==> src/rtl/alu_op_sequencer.sv <==
// Sequencer in front of a combinational ALU: issues single-cycle ops, runs MUL as a
// shift-add loop through the ALU adder, and returns results over a valid/ready handshake.
module alu_op_sequencer #(
    parameter int DATA_WIDTH = 16
) (
    input  logic                  clk,
    input  logic                  reset_n,
    input  logic                  req_valid,
    output logic                  req_ready,
    input  logic [2:0]            req_op,
    input  logic [DATA_WIDTH-1:0] req_a,
    input  logic [DATA_WIDTH-1:0] req_b,
    input  logic                  req_cin,
    output logic                  rsp_valid,
    input  logic                  rsp_ready,
    output logic [DATA_WIDTH-1:0] rsp_data,
    output logic                  rsp_cout,
    output logic                  rsp_err,
    output logic [DATA_WIDTH-1:0] alu_a,
    output logic [DATA_WIDTH-1:0] alu_b,
    output logic [7:0]            alu_ctrl,
    output logic                  alu_cin,
    output logic                  alu_out_en,
    input  logic [DATA_WIDTH-1:0] alu_out,
    input  logic                  alu_cout
);
    localparam int CNT_W = $clog2(DATA_WIDTH);
    localparam logic [CNT_W-1:0] LAST_ITER = CNT_W'(DATA_WIDTH - 1);

    localparam logic [2:0] OP_ADD = 3'd0;
    localparam logic [2:0] OP_SUB = 3'd1;
    localparam logic [2:0] OP_MUL = 3'd6;
    localparam logic [2:0] OP_RSV = 3'd7;

    localparam logic [7:0] CTRL_ADD = 8'h2C;
    localparam logic [7:0] CTRL_SUB = 8'hAC;
    localparam logic [7:0] CTRL_AND = 8'h22;
    localparam logic [7:0] CTRL_OR  = 8'h32;
    localparam logic [7:0] CTRL_XOR = 8'h04;
    localparam logic [7:0] CTRL_NOT = 8'h45;

    typedef enum logic [1:0] {IDLE, EXEC, MUL, RESP} state_t;

    state_t                  state_reg, state_next;
    logic [2:0]              op_reg;
    logic [DATA_WIDTH-1:0]   a_reg, b_reg;
    logic                    cin_reg;
    logic [DATA_WIDTH-1:0]   acc_reg, mcand_reg, mplier_reg;
    logic [CNT_W-1:0]        cnt_reg;
    logic [DATA_WIDTH-1:0]   rsp_data_reg;
    logic                    rsp_cout_reg, rsp_err_reg;

    function automatic logic [7:0] ctrl_word(input logic [2:0] op);
        case (op)
            3'd0:    return CTRL_ADD;
            3'd1:    return CTRL_SUB;
            3'd2:    return CTRL_AND;
            3'd3:    return CTRL_OR;
            3'd4:    return CTRL_XOR;
            3'd5:    return CTRL_NOT;
            default: return 8'h00;
        endcase
    endfunction

    logic is_arith;
    assign is_arith = (op_reg == OP_ADD) || (op_reg == OP_SUB);

    always_ff @(posedge clk or negedge reset_n) begin
        if (!reset_n) begin
            state_reg <= IDLE;
        end else begin
            state_reg <= state_next;
        end
    end

    // Every output is a decode of registered state, so req_* and rsp_ready only steer state_next.
    always_comb begin
        state_next = state_reg;
        req_ready  = 1'b0;
        rsp_valid  = 1'b0;
        alu_a      = '0;
        alu_b      = '0;
        alu_ctrl   = 8'h00;
        alu_cin    = 1'b0;
        alu_out_en = 1'b0;
        case (state_reg)
            IDLE: begin
                req_ready = 1'b1;
                if (req_valid) begin
                    if (req_op == OP_MUL)      state_next = MUL;
                    else if (req_op == OP_RSV) state_next = RESP;
                    else                       state_next = EXEC;
                end
            end
            EXEC: begin
                alu_a      = a_reg;
                alu_b      = b_reg;
                alu_ctrl   = ctrl_word(op_reg);
                alu_cin    = is_arith ? cin_reg : 1'b0;
                alu_out_en = 1'b1;
                state_next = RESP;
            end
            MUL: begin
                alu_a      = acc_reg;
                alu_b      = mcand_reg;
                alu_ctrl   = CTRL_ADD;
                alu_out_en = 1'b1;
                if (cnt_reg == LAST_ITER) state_next = RESP;
            end
            RESP: begin
                rsp_valid = 1'b1;
                if (rsp_ready) state_next = IDLE;
            end
            default: state_next = IDLE;
        endcase
    end

    always_ff @(posedge clk or negedge reset_n) begin
        if (!reset_n) begin
            op_reg       <= '0;
            a_reg        <= '0;
            b_reg        <= '0;
            cin_reg      <= 1'b0;
            acc_reg      <= '0;
            mcand_reg    <= '0;
            mplier_reg   <= '0;
            cnt_reg      <= '0;
            rsp_data_reg <= '0;
            rsp_cout_reg <= 1'b0;
            rsp_err_reg  <= 1'b0;
        end else begin
            case (state_reg)
                IDLE: begin
                    if (req_valid) begin
                        op_reg      <= req_op;
                        a_reg       <= req_a;
                        b_reg       <= req_b;
                        cin_reg     <= req_cin;
                        acc_reg     <= '0;
                        mcand_reg   <= req_a;
                        mplier_reg  <= req_b;
                        cnt_reg     <= '0;
                        rsp_err_reg <= (req_op == OP_RSV);
                        if (req_op == OP_RSV) begin
                            rsp_data_reg <= '0;
                            rsp_cout_reg <= 1'b0;
                        end
                    end
                end
                EXEC: begin
                    rsp_data_reg <= alu_out;
                    rsp_cout_reg <= is_arith ? alu_cout : 1'b0;
                end
                MUL: begin
                    // Accumulate the shifted multiplicand when the current multiplier bit is set.
                    if (mplier_reg[0]) acc_reg <= alu_out;
                    mcand_reg  <= mcand_reg << 1;
                    mplier_reg <= mplier_reg >> 1;
                    cnt_reg    <= cnt_reg + CNT_W'(1);
                    if (cnt_reg == LAST_ITER) begin
                        rsp_data_reg <= mplier_reg[0] ? alu_out : acc_reg;
                        rsp_cout_reg <= 1'b0;
                    end
                end
                default: ;
            endcase
        end
    end

    assign rsp_data = rsp_data_reg;
    assign rsp_cout = rsp_cout_reg;
    assign rsp_err  = rsp_err_reg;

endmodule

==> config.mk <==
export PLATFORM = sky130hd
export DESIGN_NAME = alu_op_sequencer
export DESIGN_NICKNAME = d
export VERILOG_FILES = /design/src/rtl/alu_op_sequencer.sv
export SDC_FILE = /design/constraint.sdc
export NUM_CORES = 1
export LEC_CHECK = 0
export CAP_MARGIN = 0
export CORE_MARGIN = 2
export CORE_UTILIZATION = 51
export DETAILED_ROUTE_END_ITERATION = 6
export PLACE_DENSITY_LB_ADDON = 0.15
export SETUP_SLACK_MARGIN = 0.4
export SLEW_MARGIN = 15
export SYNTH_ARGS = -nofsm -noshare
export SYNTH_HDL_FRONTEND = slang
export SYNTH_SLANG_ARGS = --single-unit
==> constraint.sdc <==
create_clock -name clk -period 2.6 [get_ports clk]
set_input_delay 0.52 -clock clk [delete_from_list [all_inputs] [get_ports clk]]
set_output_delay 0.52 -clock clk [all_outputs]
set_load 0.005 [all_outputs]
==> results of run 1 <==
path summary, 6_finish.rpt:
check,end,slack [ns],cells past startpoint
hold reg to reg,mplier_reg[2]$_DFFE_PN0P_,0.49,2
hold / removal,acc_reg[12]$_DFFE_PN0P_,0.11,1
setup reg to reg,rsp_data[3]$_DFFE_PN0P_,0.37,10
setup / recovery,alu_a[1],0.08,9
min in group clk,mplier_reg[2]$_DFFE_PN0P_,0.49,2
max in group asynchronous,acc_reg[1]$_DFFE_PN0P_,1.78,2
worst max-delay path, delay by kind of cell (launching register included):
kind / cells / cell delay (ns)
simple gates: 2 / 0.25
flops: 1 / 0.41
buf+inv: 5 / 0.59
compound gates: 1 / 0.06
fa+ha+maj: 1 / 0.31
metal layers:
| layer | global-route usage, % | routed length [microns] |
|---|---|---|
| met4 | 10.3 | 422 |
| met5 | 0 | 0 |
| met1 | 37.3 | 7080 |
| met3 | 5.23 | 1190 |
| met2 | 43.7 | 8120 |
cells in the mapped netlist, drive strengths merged, types with 2 or more instances:
| cell type | n |
|---|---|
| ha | 6 |
| nand3 | 4 |
| and2 | 3 |
| nor2b | 3 |
| a22o | 33 |
| mux2i | 25 |
| a221oi | 2 |
| nand2b | 4 |
| dfrtp | 108 |
| o21ai | 65 |
| a21oi | 9 |
| inv | 22 |
| o21a | 16 |
| o22ai | 30 |
| clkbuf | 19 |
| buf | 19 |
| nor2 | 6 |
| nand2 | 82 |
| a31oi | 2 |
| mux2 | 52 |
power by group:
part	switching, mW	leakage, nW	internal [mW]
combinational	2.89	1.96	3.29
clock	0.581	0.127	0.692
sequential	0.608	1.35	2.46
total	4.08	3.44	6.44
cells by family after synthesis:
group           count (synthesis)  share of synthesized area, %
compound gates                159                          19.1
fa+ha+maj                       6                          1.39
simple gates                  107                          8.66
mux                            77                          16.0
flops                         108                          49.9
buf+inv                        60                          4.97
placed cells by master, fill, tap and decap left out, types with 2 or more instances in the layout:
master and instances:
o21ai_0 48, mux2_4 8, nand2b_4 2, a31oi_1 2, nand2_1 64, a21oi_1 8
buf_8 3, o21ai_1 7, mux2_2 44, buf_6 14, buf_2 38, nand2b_1 2
ha_4 4, dlygate4sd2_1 3, buf_12 14, buf_4 24, o22ai_1 30, inv_1 18
dfrtp_1 108, clkbuf_8 11, o21ai_2 9, mux2i_1 24, bufinv_16 3, and2_1 2
nor2_1 2, o21a_1 16, nand2_4 9, a22o_1 33, clkbuf_16 4, nand3_1 3
clkdlybuf4s50_1 74, nor2_2 3, inv_2 3, nand2_2 9, nor2b_1 3, buf_16 3
repair_timing:
item	CTS	global route
pin swaps	17	9
buffers inserted	25	7
endpoints found under the setup margin	43	123
gates resized for setup	224	46
cloned	4	7
cell type report:
type	count	area (sq um)	share of cell area, %
well taps	136	170	2.20
clock inverters	4	95.1	1.23
clock buffers	12	155	2.00
inverters	22	85.1	1.10
flip-flops and latches	108	2700	34.9
multi-input cells	349	2710	35.0
repair buffers	179	1820	23.6
==> metrics.cfg, run 1 <==
[worst_setup_path]
critPathMaxStageDelay_ns = 0.41
start_kind = flop
reg2reg_from = state_reg[1]$_DFFE_PN0P_
end_kind = output pin
path_class = flop to output pin
arrival_ns = 2.00
cp.required_ns = 2.08
worstPathMaxFanout = 5
startpoint = state_reg[1]$_DFFE_PN0P_
crit_slowest_cell = dfrtp_1
crit_path_frequent_cell = buf_12
crit_path_cell_trace = inv_2, ha_4, and2_4, buf_12, buf_12, buf_8, nand2_2, o21ai_2, buf_2

[drt]
post_drt_wl_per_cell_microns = 20.8
drc_errors = 0
viasPerCell = 5.92
vias = 4792
postRouteAntennaNets = 0
drtIter0Drc = 267
totalWireLength_microns = 16800
drt_pass1_iterations = 5

[floorplanning]
initial_core_util_pct = 52.5
io-pin-count = 119
die_x_microns = 107
die_area_sq_mm = 0.0115
die_h_microns = 107
row_count = 37
coreArea_sq_mm = 0.0103

[yosys]
ys_types = 37
ys_async_sr_fraction_pct = 100
ys_seq_elements = 108
synth_area_leaders = dfrtp_1 (50%), mux2_2 (9.1%), o21ai_0 (6.0%)
synth.top_cell.area_share_pct = 49.9
syn-cell-area_sq_mm = 0.00542
syn_nets = 580
synth-edff-count = 0
synth.avg_cell_area_sq_um = 10.5
yosysWarningCount = 0
yosysSeqAreaShare_pct = 49.9
yosysTopAreaCell = dfrtp_1
synth_cells = 517
synth_ff_type = dfrtp_1

[clock_tree]
cts_sinks = 108
cts_buffers = 9
htree_levels = 3
clockBufferDepth = 2
cts_tree = yes
clk_pin_slew_ns = 0.10
clkLatencyLatePin_ns = 0.38
cts_root_buf = clkbuf_8
hold_buffers = 0

[finish]
nets = 732
area_growth_syn_to_layout_pct = 43.0
num_antenna_cells = 0
final_util_pct = 75.0
stdcell_count = 810
n_fill_cell = 679
final_area_sq_mm = 0.00774
drive_above_1_share_pct = 32.6

[placed_design]
dp_slack_ns = 0.0427
place_inst = 751
dp_hpwl_microns = 9630
place.gp.congestion = 0.812
io_buffer_count = 118
post_dp_cell_area_sq_mm = 0.00681

[timing]
hold_violations = 0
report.final.slew_viol_count = 0
hold_ws_ns = 0.111
fin_crit_ns = 2.52
timing.fmax_mhz = 397
maxSlewHeadroom_pct = 60.9
setup_tns_ns = 0
period_share_pct = 96.9
setup_viol = 0
worst_pin_slew_ns = 0.587
fin_skew_ns = 0.00747
finalWorstSetupSlack_ns = 0.0816
rsz0062_at_grt = yes

[global_routing]
antenna_found_initial = 0
overflow = 0
grt_pass1_wl_microns = 24100
grt_max_degree = 84
grt.total_usage_pct = 27.4
grt_pass1_vias = 4585

[hold_path]
hp-class = input pin to async pin

[run]
maxCapViolations = 0

[outcome]
outcome = completed

[power_and_ir_drop]
leakage_nw = 3.44
max-vdd-ir-drop_mv = 0.793
power_density_mw_per_mm2 = 1360
finalPower_mw = 10.5

No activity file was read; power rests on OpenSTA's default activity.
==> run 2: changes to the inputs <==
- CORE_ASPECT_RATIO: unset -> 0.8
==> run 2 against run 1 <==
  * Non-clock buffer count increased by 1
  * Power decreased by 2.3%
  * Combinational power decreased by 3.9%
  * Flip-flop and latch count unchanged
  * Global-route usage decreased by 1.0 points
  * Sequential power decreased by 1%
  * Hold slack improved by 0.055 ns
  * Sequential share of layout area increased by 0.48 points
  * Design area decreased by 1.4%
  * Largest cell class is now sequential cells
==> metrics.cfg, run 2 (synthesis gave the netlist of run 1 again) <==
[timing]
setup_viol = 0  ; unchanged
fin_crit_ns = 2.53  ; +0.0110 ns
hold_violations = 0  ; unchanged
period_share_pct = 97.3  ; +0.42 points
fin_skew_ns = 0.00628  ; -0.00119 ns
timing.fmax_mhz = 395  ; -0.43%
hold_ws_ns = 0.167  ; +0.0554 ns
worst_pin_slew_ns = 0.610  ; +0.0235 ns
report.final.slew_viol_count = 0  ; unchanged
maxSlewHeadroom_pct = 59.3  ; -1.6 points
rsz0062_at_grt = yes
setup_tns_ns = 0  ; unchanged

[floorplanning]
die_x_microns = 119  ; +11%
coreArea_sq_mm = 0.0103  ; -0.41%
io-pin-count = 119  ; unchanged
die_area_sq_mm = 0.0115  ; about the same
die_h_microns = 96.2  ; -10%
initial_core_util_pct = 52.7  ; +0.22 points
row_count = 33  ; -11%

[worst_setup_path]
worstPathMaxFanout = 8  ; +3
worst-path-buf-inv = 2  ; -3
cp.required_ns = 2.08  ; about the same
crit_path_cell_trace = inv_2, ha_1, clkdlybuf4s50_1
end_kind = output pin
arrival_ns = 2.01  ; about the same
crit_slowest_cell = clkdlybuf4s50_1
path_class = flop to output pin
cp_top_family = buffers and inverters
critPathMaxStageDelay_ns = 0.60  ; +0.19 ns
r2r_slack_ns = 0.27  ; -0.10 ns
start_kind = flop

[clock_tree]
clkLatencyLatePin_ns = 0.35  ; -0.03 ns
htree_levels = 3  ; unchanged
cts_tree = yes
cts_root_buf = clkbuf_16
cts_sinks = 108  ; unchanged
clockBufferDepth = 2  ; unchanged
cts_buffers = 9  ; unchanged
hold_buffers = 0  ; unchanged
clk_pin_slew_ns = 0.08  ; -0.02 ns

[global_routing]
grt_max_degree = 84  ; unchanged
overflow = 0  ; unchanged
grt_pass1_vias = 4521  ; -1.4%
grt_pass1_wl_microns = 23300  ; -3.5%
grt.total_usage_pct = 26.4  ; -1.0 points
antenna_found_initial = 0  ; unchanged

[power_and_ir_drop]
switching_share_pct = 39.1  ; +0.36 points
max-vdd-ir-drop_mv = 0.910  ; +15%
p_int_mw = 6.26  ; -2.8%
p_switching_mw = 4.02  ; -1.3%
clkPwrFrac_pct = 12.9  ; +0.8 points
pwr-share-seq_pct = 29.5  ; +0.3 points
power_density_mw_per_mm2 = 1350  ; -0.91%
comb_power_share_pct = 57.7  ; -1.0 points
leakage_nw = 3.36  ; -2.2%

[drt]
highest_layer = met4
drt_pass1_iterations = 5  ; unchanged
vias = 4718  ; -1.5%
drc_errors = 0  ; unchanged
dr_wl_met3_microns = 1050  ; -12%
postRouteAntennaNets = 0  ; unchanged
wl_met1_microns = 7080  ; about the same
totalWireLength_microns = 16100  ; -4.4%
viasPerCell = 5.79  ; -2.1%
post_drt_wl_per_cell_microns = 19.7  ; -5.0%
drtIter0Drc = 452  ; +69%
wl_met2_microns = 7630  ; -6.1%

[placed_design]
place.gp.congestion = 0.810  ; -0.18%
dp_hpwl_microns = 9290  ; -3.5%
io_buffer_count = 118  ; unchanged

[finish]
area_growth_syn_to_layout_pct = 41.1
drive_above_1_share_pct = 31.9  ; -0.79 points
final_cell_mix = dfrtp_1 (108), clkdlybuf4s50_1 (75), nand2_1 (65)
num_antenna_cells = 0  ; unchanged
nets = 733  ; +0.14%
layout_commonest_cell = dfrtp_1

[outcome]
outcome = completed

[run]
maxCapViolations = 0  ; unchanged

[hold_path]
hp-class = input pin to async pin

[run 2: through the flow]
stage	utilization [%]	instances	area, sq um	setup WS (ns)	power [mW]
3_3_place_gp	66.3	757	6810	0.158	7.39
2_1_floorplan	-	517	5420	0.429	5.67
3_5_place_dp	66.3	757	6810	0.0483	7.55
4_1_cts	71.2	795	7320	0.133	9.31
6_report	74.3	815	7640	0.0706	10.3
5_1_grt	74.3	815	7640	0.0396	10.8
[run 2: path summary, 6_finish.rpt]
path | startpoint | to | depth (start not counted)
worst max-delay path | state_reg[0]$_DFFE_PN0P_ | req_ready | 3
worst min-delay path | reset_n | rsp_data[12]$_DFFE_PN0P_ | 1
worst max register to register | state_reg[0]$_DFFE_PN0P_ | rsp_data[3]$_DFFE_PN0P_ | 12
worst min register to register | mplier_reg[13]$_DFFE_PN0P_ | mplier_reg[13]$_DFFE_PN0P_ | 2
max in group asynchronous | reset_n | b_reg[4]$_DFFE_PN0P_ | 2
min in group clk | mplier_reg[13]$_DFFE_PN0P_ | mplier_reg[13]$_DFFE_PN0P_ | 2
[run 2: power by group through the flow]
stage | Combinational, mW | Clock, mW | Sequential [mW]
floorplan | 2.82 | 0 | 2.84
global placement | 4.43 | 0 | 2.96
detailed placement | 4.56 | 0 | 2.99
CTS | 4.98 | 1.35 | 2.98
global route | 6.32 | 1.42 | 3.11
finish | 5.93 | 1.32 | 3.03
[run 2: worst reg2reg max path: cells and delay by family (launching register included)]
kind	cells	cell delay [ns]
AO/OA/AOI/OAI	1	0.23
adder cells (fa/ha/maj)	1	0.31
flip-flops	1	0.39
multiplexers	1	0.32
buffers and inverters	8	0.91
AND/OR/NAND/NOR	1	0.05
[run 2: repair_timing]
item | 4_1_cts | 5_1_grt
gates cloned | 3 | 5
resized for setup | 160 | 83
setup endpoints to repair | 43 | 85
buffers inserted | 19 | 15
pin swaps | 18 | 14
[run 2: final cells by class]
cell class	count	area (sq um)
sequential	108	2700
inverter	22	85.1
clock inverter	7	57.6
multi-input combinational	349	2660
timing repair buffer	180	1730
tap	140	175
fill	725	2640
clock buffer	9	225
[run 2: per-layer routing]
| layer | up-vias | track usage [%] |
|---|---|---|
| met3 | 27 | 6.28 |
| met4 | 0 | 8.63 |
| met1 | 2348 | 35.6 |
| li1 | 2149 | - |
| met5 | - | 0 |
| met2 | 194 | 42.5 |
